==> src/rtl/vga_term_ctrl.sv <==
// Terminal control stage: decodes a byte stream, tracks the cursor and drives Wishbone writes into vga_char.
// Each bus write holds cyc until ack (or timeout) and then idles one cycle; char_ready_o is high only in IDLE.
module vga_term_ctrl #(
    parameter int COLS        = 80,
    parameter int ROWS        = 30,
    parameter int ACK_TIMEOUT = 15
) (
    input  logic       clk_i,
    input  logic       rst_n_i,
    input  logic [7:0] char_i,
    input  logic       char_valid_i,
    output logic       char_ready_o,
    output logic       wb_cyc_o,
    output logic       wb_we_o,
    output logic [2:0] wb_addr_o,
    output logic [7:0] wb_dat_o,
    input  logic       wb_ack_i,
    output logic [6:0] col_o,
    output logic [4:0] row_o,
    output logic       err_o
);

    typedef enum logic [3:0] {
        S_IDLE, S_DECODE, S_WR_X, S_WR_Y, S_WR_G,
        S_ADVANCE, S_LINEFEED, S_WR_SCR, S_WR_CLR
    } state_t;

    localparam logic [6:0] COL_MAX = 7'(COLS - 1);
    localparam logic [4:0] ROW_MAX = 5'(ROWS - 1);
    localparam logic [7:0] TO_LAST = 8'(ACK_TIMEOUT - 1);

    state_t     state, state_n;
    logic       gap, gap_n;
    logic [7:0] cnt, cnt_n;
    logic [7:0] ch, ch_n;
    logic [6:0] col, col_n;
    logic [4:0] row, row_n;
    logic       err, err_n;
    logic       ready, ready_n;

    logic       is_wr;
    logic       cyc;
    logic [2:0] waddr;
    logic [7:0] wdat;
    state_t     wr_next;

    always_ff @(posedge clk_i or negedge rst_n_i) begin
        if (!rst_n_i) begin
            state <= S_IDLE;
            gap   <= 1'b0;
            cnt   <= 8'd0;
            ch    <= 8'd0;
            col   <= 7'd0;
            row   <= 5'd0;
            err   <= 1'b0;
            ready <= 1'b0;
        end else begin
            state <= state_n;
            gap   <= gap_n;
            cnt   <= cnt_n;
            ch    <= ch_n;
            col   <= col_n;
            row   <= row_n;
            err   <= err_n;
            ready <= ready_n;
        end
    end

    always_comb begin
        state_n = state;
        gap_n   = gap;
        cnt_n   = cnt;
        ch_n    = ch;
        col_n   = col;
        row_n   = row;
        err_n   = err;
        is_wr   = 1'b0;
        cyc     = 1'b0;
        waddr   = 3'd0;
        wdat    = 8'd0;
        wr_next = S_IDLE;

        case (state)
            S_IDLE: begin
                if (char_valid_i && ready) begin
                    ch_n    = char_i;
                    state_n = S_DECODE;
                end
            end
            S_DECODE: begin
                if (ch >= 8'h20 && ch <= 8'h7E) begin
                    state_n = S_WR_X;
                end else begin
                    state_n = S_IDLE;
                    case (ch)
                        8'h0D: col_n = 7'd0;
                        8'h0A: state_n = S_LINEFEED;
                        8'h08: if (col != 7'd0) col_n = col - 7'd1;
                        8'h0C: state_n = S_WR_CLR;
                        default: ;
                    endcase
                end
            end
            S_WR_X: begin
                is_wr = 1'b1; waddr = 3'd1; wdat = {1'b0, col}; wr_next = S_WR_Y;
            end
            S_WR_Y: begin
                is_wr = 1'b1; waddr = 3'd2; wdat = {3'b000, row}; wr_next = S_WR_G;
            end
            S_WR_G: begin
                is_wr = 1'b1; waddr = 3'd0; wdat = ch; wr_next = S_ADVANCE;
            end
            S_WR_SCR: begin
                is_wr = 1'b1; waddr = 3'd3; wdat = 8'h01; wr_next = S_IDLE;
            end
            S_WR_CLR: begin
                is_wr = 1'b1; waddr = 3'd3; wdat = 8'h80; wr_next = S_IDLE;
            end
            S_ADVANCE: begin
                if (col < COL_MAX) begin
                    col_n   = col + 7'd1;
                    state_n = S_IDLE;
                end else begin
                    col_n   = 7'd0;
                    state_n = S_LINEFEED;
                end
            end
            S_LINEFEED: begin
                if (row < ROW_MAX) begin
                    row_n   = row + 5'd1;
                    state_n = S_IDLE;
                end else begin
                    state_n = S_WR_SCR;
                end
            end
            default: state_n = S_IDLE;
        endcase

        // Write states share one engine: a cyc phase (until ack/timeout) then a one-cycle gap.
        if (is_wr) begin
            if (!gap) begin
                cyc = 1'b1;
                if (wb_ack_i) begin
                    gap_n = 1'b1;
                    cnt_n = 8'd0;
                    if (state == S_WR_CLR) begin
                        col_n = 7'd0;
                        row_n = 5'd0;
                    end
                end else if (cnt == TO_LAST) begin
                    err_n   = 1'b1;
                    cnt_n   = 8'd0;
                    state_n = S_IDLE;
                end else begin
                    cnt_n = cnt + 8'd1;
                end
            end else begin
                gap_n   = 1'b0;
                state_n = wr_next;
            end
        end

        ready_n = (state_n == S_IDLE);
    end

    assign char_ready_o = ready;
    assign wb_cyc_o     = cyc;
    assign wb_we_o      = cyc;
    assign wb_addr_o    = cyc ? waddr : 3'd0;
    assign wb_dat_o     = cyc ? wdat : 8'd0;
    assign col_o        = col;
    assign row_o        = row;
    assign err_o        = err;

endmodule

==> config.mk <==
export PLATFORM = sky130hd
export DESIGN_NAME = vga_term_ctrl
export DESIGN_NICKNAME = d
export VERILOG_FILES = /design/src/rtl/vga_term_ctrl.sv
export SDC_FILE = /design/constraint.sdc
export NUM_CORES = 1
export LEC_CHECK = 0
export BUFFER_PORTS_ARGS = -buffer_cell sky130_fd_sc_hd__buf_2
export CAP_MARGIN = 20
export CORE_MARGIN = 8
export CORE_UTILIZATION = 50
export DETAILED_ROUTE_END_ITERATION = 8
export PLACE_DENSITY = 0.77
export SLEW_MARGIN = 25
export SYNTH_ARGS = -nofsm -noshare
export SYNTH_HDL_FRONTEND = slang
export SYNTH_SLANG_ARGS = --single-unit
export TNS_END_PERCENT = 1
==> constraint.sdc <==
create_clock -name clk_i -period 5.04 [get_ports clk_i]
set_clock_uncertainty 0.2 [all_clocks]
set_input_delay 0 -clock clk_i [delete_from_list [all_inputs] [get_ports clk_i]]
set_output_delay 0 -clock clk_i [all_outputs]
set_load 0.01 [all_outputs]
Yosys cells after proc, flatten, opt, wreduce, memory -nomap -nowiden:

Cells that the tools add are included.

* register bits after elaboration: 35
* input bits: 12
* output and inout port bits: 27
* logic and storage cells: 78

* add/sub/neg operators: 4
* order comparisons: 4
* equal/unequal tests: 13
* muxes and demuxes: 37
* bitwise operators: 2
* reduce and logical (&&, ||, !) cells: 10

Operators by type and width (count)
* 7-bit two-way mux: 7
* 8-bit by 4-bit equality test with 1-bit output (second input constant): 5
* 8-bit one-hot mux with 5 select lines: 1
* 5-bit two-way mux: 6
* 7-bit one-hot mux with 2 select lines: 2
* 4-bit two-way mux: 6
* 8-bit two-way mux: 3
* 4-bit one-hot mux with 5 select lines: 1
* 4-bit by 3-bit equality test with 1-bit output (second input constant): 4
* 3-bit two-way mux: 3
* 3-bit one-hot mux with 3 select lines: 1
* 8-bit by 1-bit adder with 8-bit output (second input constant): 1
* 4-bit by 2-bit equality test with 1-bit output (second input constant): 2
* 8-bit by 6-bit >= comparator with 1-bit output (second input constant): 1
* 8-bit by 7-bit less-or-equal comparator with 1-bit output (second input constant): 1
* 4-bit zero test: 2
* 4-bit one-hot mux with 2 select lines: 1
* 7-bit by 1-bit adder with 7-bit output (second input constant): 1
* 7-bit < comparator (second input constant): 1
* 7-bit nonzero test: 1
* 7-bit by 1-bit subtractor with 7-bit output (second input constant): 1
* 2-bit one-hot mux with 3 select lines: 1
* 5-bit by 1-bit adder with 5-bit output (second input constant): 1
* 5-bit < comparator (second input constant): 1
* other kinds (9): 16

Longest topological paths before layout:

Gate-level depths: netlist (run 1).

* depth after elaboration: 9
* depth in mapped cells: 8
* gate-level depth less buffers: 7

Worst setup path before layout (run 1):

Ideal clock, no wire load.

* kind: flip-flop to flip-flop
* start: reg col[3], in the netlist col_o[3]
* end: reg col[3], in the netlist col_o[3]
* data arrival time: 1825 ps
* path slack: 2881 ps
* cell stages (with the launch flop): 8
* buffers on the path: 2
* clock period less this slack: 2159 ps
* cell sequence: dfrtp_1 -> buf_2 -> or3_4 -> o41a_1 -> and3_4 -> buf_6 -> a211oi_2 -> nor3_1

* longest elaborated chain between the ends: 9
* elaborated cells between the ends (all ways): 13
* those cells by class: add/sub: 2; order compare: 1; mux: 9; reduce/logical: 1

Ends and longest elaborated chain
* from (decl): RTL line 36 `logic [6:0] col, col_n;`
* from (signal assigned): RTL line 62 `col <= col_n;`
* 7-bit by 1-bit subtractor with 7-bit output / 7-bit nonzero test (equally long branches): RTL line 98 `8'h08: if (col != 7'd0) col_n = col - 7'd1;`
* 7-bit two-way mux: RTL line 98
* 7-bit one-hot mux with 2 select lines: RTL line 95 `case (ch)`
* 7-bit two-way mux: RTL line 91 `if (ch >= 8'h20 && ch <= 8'h7E) begin`
* 7-bit one-hot mux with 2 select lines (*): RTL line 83 `case (state)`
* 7-bit two-way mux: RTL line 146 `if (state == S_WR_CLR) begin`
* 7-bit two-way mux: RTL line 143 `if (wb_ack_i) begin`
* 7-bit two-way mux: RTL line 141 `if (!gap) begin`
* 7-bit two-way mux (*): RTL line 140 `if (is_wr) begin`
* via col_n[3]: RTL line 36

The timed path passes the listed nets; every way through them passes the cells marked *.
A chain may end at the register's enable or synchronous reset.

Worst setup path in the final report (run 1):

* start: reg state[3]
* end: reg cnt[5]

* longest elaborated chain between the ends: 4
* elaborated cells between the ends (all ways): 8
* those cells by class: eq/ne: 5; mux: 1; reduce/logical: 2

Ends and longest elaborated chain
* from (decl): RTL line 32 `state_t state, state_n;`
* from (signal assigned): RTL line 58 `state <= state_n;`
* 4-bit equality test (tied with other cells): RTL line 83
* 5-bit OR reduction (no source line) (*)
* 1-bit two-way mux (*): RTL line 83
* 2-bit AND reduction (no source line) (*)
* to (signal assigned): RTL line 60 `cnt <= cnt_n;`
* to (decl): RTL line 34 `logic [7:0] cnt, cnt_n;`

Every way passes the cells marked *; elsewhere a longest branch is shown, timed or not.

==> results of run 1 <==
-- sequential cells by signal, indices dropped and copies added (netlist names) --
name	count
cnt	8
ch	8
err_o	1
row_o	5
col_o	7
state	4
char_ready_o	1
gap	1
-- area by class of cell --
cell class,count,share of cell area
Tap cell,67,0.02945
Sequential cell,35,0.3077
Multi-Input combinational cell,216,0.5090
Inverter,12,0.01582
Timing Repair Buffer,48,0.1029
Clock buffer,8,0.03516
-- cells by family (layout without fill, tap and decap cells) --
| family | after synthesis | count (layout) |
|---|---|---|
| AOI/OAI and AO/OA | 81 | 81 |
| xor gates and xnor gates | 3 | 3 |
| adders and majority gates | 6 | 6 |
| buffers and inverters | 28 | 68 |
| DFF | 35 | 35 |
| muxes | 11 | 11 |
| other | 1 | 1 |
| and+or+nand+nor | 114 | 114 |
-- per-layer routing --
metal | vias up | global-route usage
met5 | - | 0
met4 | 0 | 0.07166
met3 | 12 | 0.05349
met2 | 100 | 0.2645
met1 | 1113 | 0.2379
li1 | 1122 | -
-- path summary, 6_finish.rpt --
kind / start / to / depth (start not counted)
setup reg to reg: state[3]$_DFF_PN0_ / cnt[5]$_DFFE_PN0P_ / 5
hold reg to reg: err_o$_DFFE_PN0P_ / err_o$_DFFE_PN0P_ / 1
hold / removal: rst_n_i / col_o[2]$_DFF_PN0_ / 2
min in group clk_i: char_valid_i / ch[7]$_DFFE_PN0P_ / 3
max in group asynchronous: rst_n_i / col_o[4]$_DFF_PN0_ / 2
setup / recovery: state[3]$_DFF_PN0_ / cnt[5]$_DFFE_PN0P_ / 5
-- power by group --
part	internal [mW]	switching, mW
logic	0.297	0.372
registers	0.374	0.183
clock network	0.125	0.0982
total	0.796	0.653
-- repair_timing --
item | in CTS | in global routing
hold buffers | 10 | 0
hold endpoints to repair | 47 | 0
gates resized for setup | 0 | 0
-- stage by stage --
| step | power, mW | std cells | util |
|---|---|---|---|
| 3_5_place_dp | 1.214 | 368 | 0.5603 |
| 6_report | 1.449 | 386 | 0.6026 |
| 5_1_grt | 1.562 | 386 | 0.6026 |
| 2_1_floorplan | 1.026 | 279 | - |
| 3_3_place_gp | 1.194 | 368 | 0.5603 |
| 4_1_cts | 1.445 | 386 | 0.6026 |
-- synth_stat cells (2+ instances only) --
cell | number | area, um^2
a21o_1 | 5 | 37.54
a21oi_1 | 14 | 70.07
a22oi_1 | 7 | 52.55
a31oi_1 | 5 | 31.28
a32oi_1 | 2 | 17.52
a41oi_1 | 2 | 17.52
and2_1 | 2 | 12.51
and3_1 | 6 | 37.54
and3b_1 | 3 | 26.28
buf_2 | 5 | 25.02
buf_4 | 5 | 37.54
clkbuf_1 | 4 | 15.01
dfrtp_1 | 35 | 875.8
ha_1 | 6 | 75.07
inv_1 | 11 | 41.29
mux2_2 | 8 | 90.09
mux2i_1 | 3 | 30.03
nand2_1 | 13 | 48.80
nand2b_1 | 6 | 37.54
nand3_1 | 11 | 55.05
nand4_1 | 2 | 12.51
nand4bb_1 | 2 | 22.52
nor2_1 | 33 | 123.9
nor2b_1 | 4 | 25.02
nor3_1 | 9 | 45.04
nor3b_1 | 3 | 22.52
nor4_1 | 4 | 25.02
nor4b_2 | 3 | 45.04
nor4bb_1 | 2 | 20.02
o2111ai_1 | 2 | 17.52
o21ai_0 | 17 | 85.08
o21ai_1 | 7 | 35.03
o31ai_1 | 6 | 45.04
o32ai_1 | 2 | 17.52
o41ai_1 | 2 | 17.52
xnor2_1 | 2 | 17.52
-- worst reg2reg max path, stage by stage, from the launching register on --
cell	delay [ns]
dfrtp_1	0.82
nor4b_2	0.52
o41ai_2	0.12
buf_4	0.21
or2_1	0.31
o41ai_1	0.25
==> impl_metrics.csv, run 1 <==
group,metric,value,unit
floorplan,rows,25,
layout,final_area,0.002846,mm^2
layout,drive_above_1_share,0.2069,
floorplan,ioPinCount,39,
floorplan,die_y,86.09,um
floorplan,dieArea,0.007411,mm^2
placed_design,portBuffers,37,
setup_path,worstPathArrival,2.51,ns
timing,setup_viol,0,
yosys,synthArstFlopShare,1.000,
setup_path,crit_path_cell_trace,"nor4b_2, o41ai_2, buf_4, or2_1, o41ai_1",
run,drv_cap,0,
power_and_ir_drop,vdd_drop_max,290.3,uV
global_route,grt_pass1_wl,10760,um
drt,finalWirelength,6393,um
timing,finalMaxSlewViolations,0,
setup_path,critPathBufInv,1,
yosys,yosysSeqAreaShare,0.3566,
yosys,synthAdderAreaFrac,0.03057,
global_route,antenna_found_initial,0,
clock_tree,cts_tree,"done",
setup_path,cp_slowest_cell,"dfrtp_1",
yosys,synth_cell_types,62,
timing,fin_tns_setup,0,ns
layout,syn2layout_area_growth,15.89,%
setup_path,slowest_delay,0.82,ns
power_and_ir_drop,power.leakage,1.238,nW
clock_tree,post_cts_buffers,0,
layout,diodes,0,
timing,tightest_slew,0.7898,ns
timing,rsz0062_at_grt,"false",
setup_path,cp-start-kind,"register",
yosys,syn_area,0.002456,mm^2
floorplan,start_util,0.5200,
floorplan,die-width,86.09,um
status,outcome,"finished, final reports clean",
timing,worst_slack,2.513,ns
placed_design,place_congestion,0.9312,
drt,first_iter_violations,215,
global_route,grt-ovfl-total,0,
drt,ant_nets,0,
timing,post-route-period-util,0.5015,
timing,slew_headroom,0.4721,
yosys,synth.avg_cell_area,8.803,um^2
layout,fillCellCount,424,
clock_tree,max-clock-path-buffers,2,
yosys,synth_top_family_by_area,"simple AND/OR/NAND/NOR gates",
clock_tree,root_buffer,"clkbuf_8",
drt,top_layer_used,"met4",
layout,multi_input_area,0.001449,mm^2
clock_tree,clk_pin_slew,0.07,ns
drt,drt-met1-wl,2911,um
timing,finalHoldViolCount,0,
setup_path,critPathTopFamily,"simple AND/OR/NAND/NOR gates",
drt,drcViolationCount,0,
drt,dr.pass1.iters,5,
placed_design,place_ws,2.542,ns
setup_path,crit_fanout,21,
layout,nets,336,
layout,seqCellArea,875.8,um^2
drt,wl_per_cell,16.56,um
clock_tree,insertion_delay,0.29,ns
drt,wl_met2,2846,um
global_route,grt_max_degree,36,
yosys,ys_ff_latch,35,
timing,whs,0.1374,ns
layout,layout_common_cells,"37 x buf_2, 35 x dfrtp_1, 33 x nor2_1",
setup_path,rrSetupSlack,2.51,ns
global_route,grt_pass1_vias,2149,
timing,finalCriticalPeriod,2.527,ns
yosys,synthCells,279,
yosys,synth-compound-area-share,0.2211,
yosys,synth_warnings,0,
floorplan,core,0.004723,mm^2
min_path,hold_class,"in2async",
layout,layout_commonest_cell,"buf_2",
setup_path,critPathRequiredTime,5.02,ns
global_route,grt.total_usage,0.1796,
drt,vias,2347,
placed_design,place_area,0.002646,mm^2
setup_path,end_kind,"register",
yosys,yosys.area_share.simple,0.2741,
yosys,synth-xor-area-share,0.01070,
clock_tree,cts_buffers,5,
yosys,yosys-mux-area-fraction,0.04890,
yosys,synth-main-ff-cell,"dfrtp_1",
placed_design,dp_hpwl,4525,um
drt,wl_met3,532,um
power_and_ir_drop,powerDensity,509.0,mW/mm^2
clock_tree,cts_sinks,35,
setup_path,path_class,"reg2reg",
drt,viasPerCell,6.080,
yosys,synthesis.nets,297,
timing,fmax,0.3957,GHz
clock_tree,htreeDepth,2,
yosys,synth-edff-count,0,
Note: power is estimated with default switching activity, not from simulation.
==> run 2: changes to the inputs <==
clock period = 2.57 ns   (was 5.04 ns; I/O delays follow)
==> run 2 against run 1 <==
  * Die area unchanged
  * Register-to-register slack got worse by 2.3 ns
  * Clock power grew 71%
  * Via count increased by 1.9%
  * Critical path type unchanged
  * Critical endpoint is now char_ready_o$_DFF_PN0_
  * Largest cell class unchanged
==> impl_metrics.csv, run 2 (same netlist as run 1, synthesis figures left out) <==
group,metric,value,unit
layout,syn2layout_area_growth,18.19,%
global_route,grt_pass1_vias,2297,
timing,fin_tns_setup,0,ns
layout,nets,345,
layout,layout_commonest_cell,"buf_2",
clock_tree,post_cts_buffers,0,
layout,final_util,0.6146,
timing,post-route-period-util,0.9217,
clock_tree,cts_sinks,35,
timing,setup_viol,0,
clock_tree,cts_buffers,5,
floorplan,rows,25,
run,drv_cap,0,
status,outcome,"finished, final reports clean",
setup_path,end_kind,"register",
drt,drt-met1-wl,2879,um
drt,vias,2392,
timing,tightest_slew,0.7570,ns
clock_tree,clk_pin_slew,0.07,ns
setup_path,cp-start-kind,"register",
layout,drive_above_1_share,0.2348,
layout,layout_common_cells,"37 x buf_2, 35 x dfrtp_1, 33 x nor2_1",
timing,fmax,0.4222,GHz
drt,ant_nets,0,
floorplan,core,0.004723,mm^2
timing,finalCriticalPeriod,2.369,ns
setup_path,worstPathArrival,2.36,ns
floorplan,ioPinCount,39,
drt,dr.pass1.iters,4,
drt,finalWirelength,6405,um
power_and_ir_drop,vdd_drop_max,609.4,uV
global_route,grt_max_degree,36,
setup_path,path_class,"reg2reg",
drt,wl_met3,469,um
setup_path,crit_fanout,18,
drt,wl_per_cell,16.22,um
global_route,grt_pass1_wl,11210,um
min_path,hold_class,"in2reg",
clock_tree,max-clock-path-buffers,2,
timing,finalHoldViolCount,0,
clock_tree,insertion_delay,0.29,ns
drt,top_layer_used,"met4",
floorplan,start_util,0.5200,
timing,rsz0062_at_grt,"false",
timing,finalMaxSlewViolations,0,
power_and_ir_drop,powerDensity,981.2,mW/mm^2
clock_tree,cts_tree,"done",
setup_path,rrSetupSlack,0.20,ns
drt,drcViolationCount,0,
placed_design,dp_hpwl,4780,um
layout,fillCellCount,409,
drt,wl_met2,2942,um
setup_path,critPathRequiredTime,2.56,ns
global_route,grt-ovfl-total,0,
timing,slew_headroom,0.4953,
drt,viasPerCell,6.056,
clock_tree,root_buffer,"clkbuf_8",
clock_tree,htreeDepth,2,
global_route,grt.total_usage,0.1866,
power_and_ir_drop,power.leakage,1.282,nW
placed_design,portBuffers,37,
floorplan,die-width,86.09,um
floorplan,dieArea,0.007411,mm^2
placed_design,place_congestion,0.9668,
global_route,antenna_found_initial,0,
drt,first_iter_violations,206,
floorplan,die_y,86.09,um
layout,diodes,0,
power_and_ir_drop,finalPower,2.848,mW
[run 2: cell type report]
type	count	area, um^2	area share
flip-flops and latches	35	875.8	0.3017
inverters	12	45.04	0.01552
repair buffers	57	360.3	0.1241
clock buffers	5	68.82	0.02371
multi-input cells	216	1454	0.5009
clock inverters	3	15.01	0.005172
well taps	67	83.83	0.02888
[run 2: critical path: stages, from the launching register on]
cell,delay [ns]
dfrtp_1,0.73
nor4b_4,0.48
nor4_1,0.16
o21ai_2,0.26
o32ai_1,0.15
nor4bb_1,0.29
[run 2: path summary, 6_finish.rpt]
path,start,endpoint,depth (start not counted)
max,state[2]$_DFF_PN0_,char_ready_o$_DFF_PN0_,5
min reg2reg,err_o$_DFFE_PN0P_,err_o$_DFFE_PN0P_,1
min in group asynchronous,rst_n_i,col_o[2]$_DFF_PN0_,2
min,char_valid_i,ch[7]$_DFFE_PN0P_,4
max reg2reg,state[2]$_DFF_PN0_,char_ready_o$_DFF_PN0_,5
max in group asynchronous,rst_n_i,col_o[4]$_DFF_PN0_,2
[run 2: layer usage]
layer / vias up / GRT usage
li1: 1133 / -
met1: 1151 / 0.2359
met2: 97 / 0.2932
met3: 11 / 0.05540
met4: 0 / 0.06529
met5: - / 0
[run 2: through the flow]
stage	std cells	hold WS, ns	area [um^2]	worst slack (ns)
3_5_place_dp	377	-0.07723	2714	0.2408
3_3_place_gp	377	-0.07767	2714	0.3551
6_report	395	0.06231	2903	0.2013
2_1_floorplan	279	-0.4956	2456	0.4107
4_1_cts	395	0.04959	2898	0.1808
5_1_grt	395	0.09672	2903	0.03903
[run 2: power breakdown]
group	switching (mW)	internal [mW]	leakage, nW
clock network	0.196	0.185	0.0477
registers	0.362	0.733	0.437
logic	0.750	0.622	0.798
[run 2: what timing repair did]
item,CTS,global route
resized for setup,0,1
setup endpoints to repair,0,3
hold buffers,10,0
hold endpoints to repair,45,0
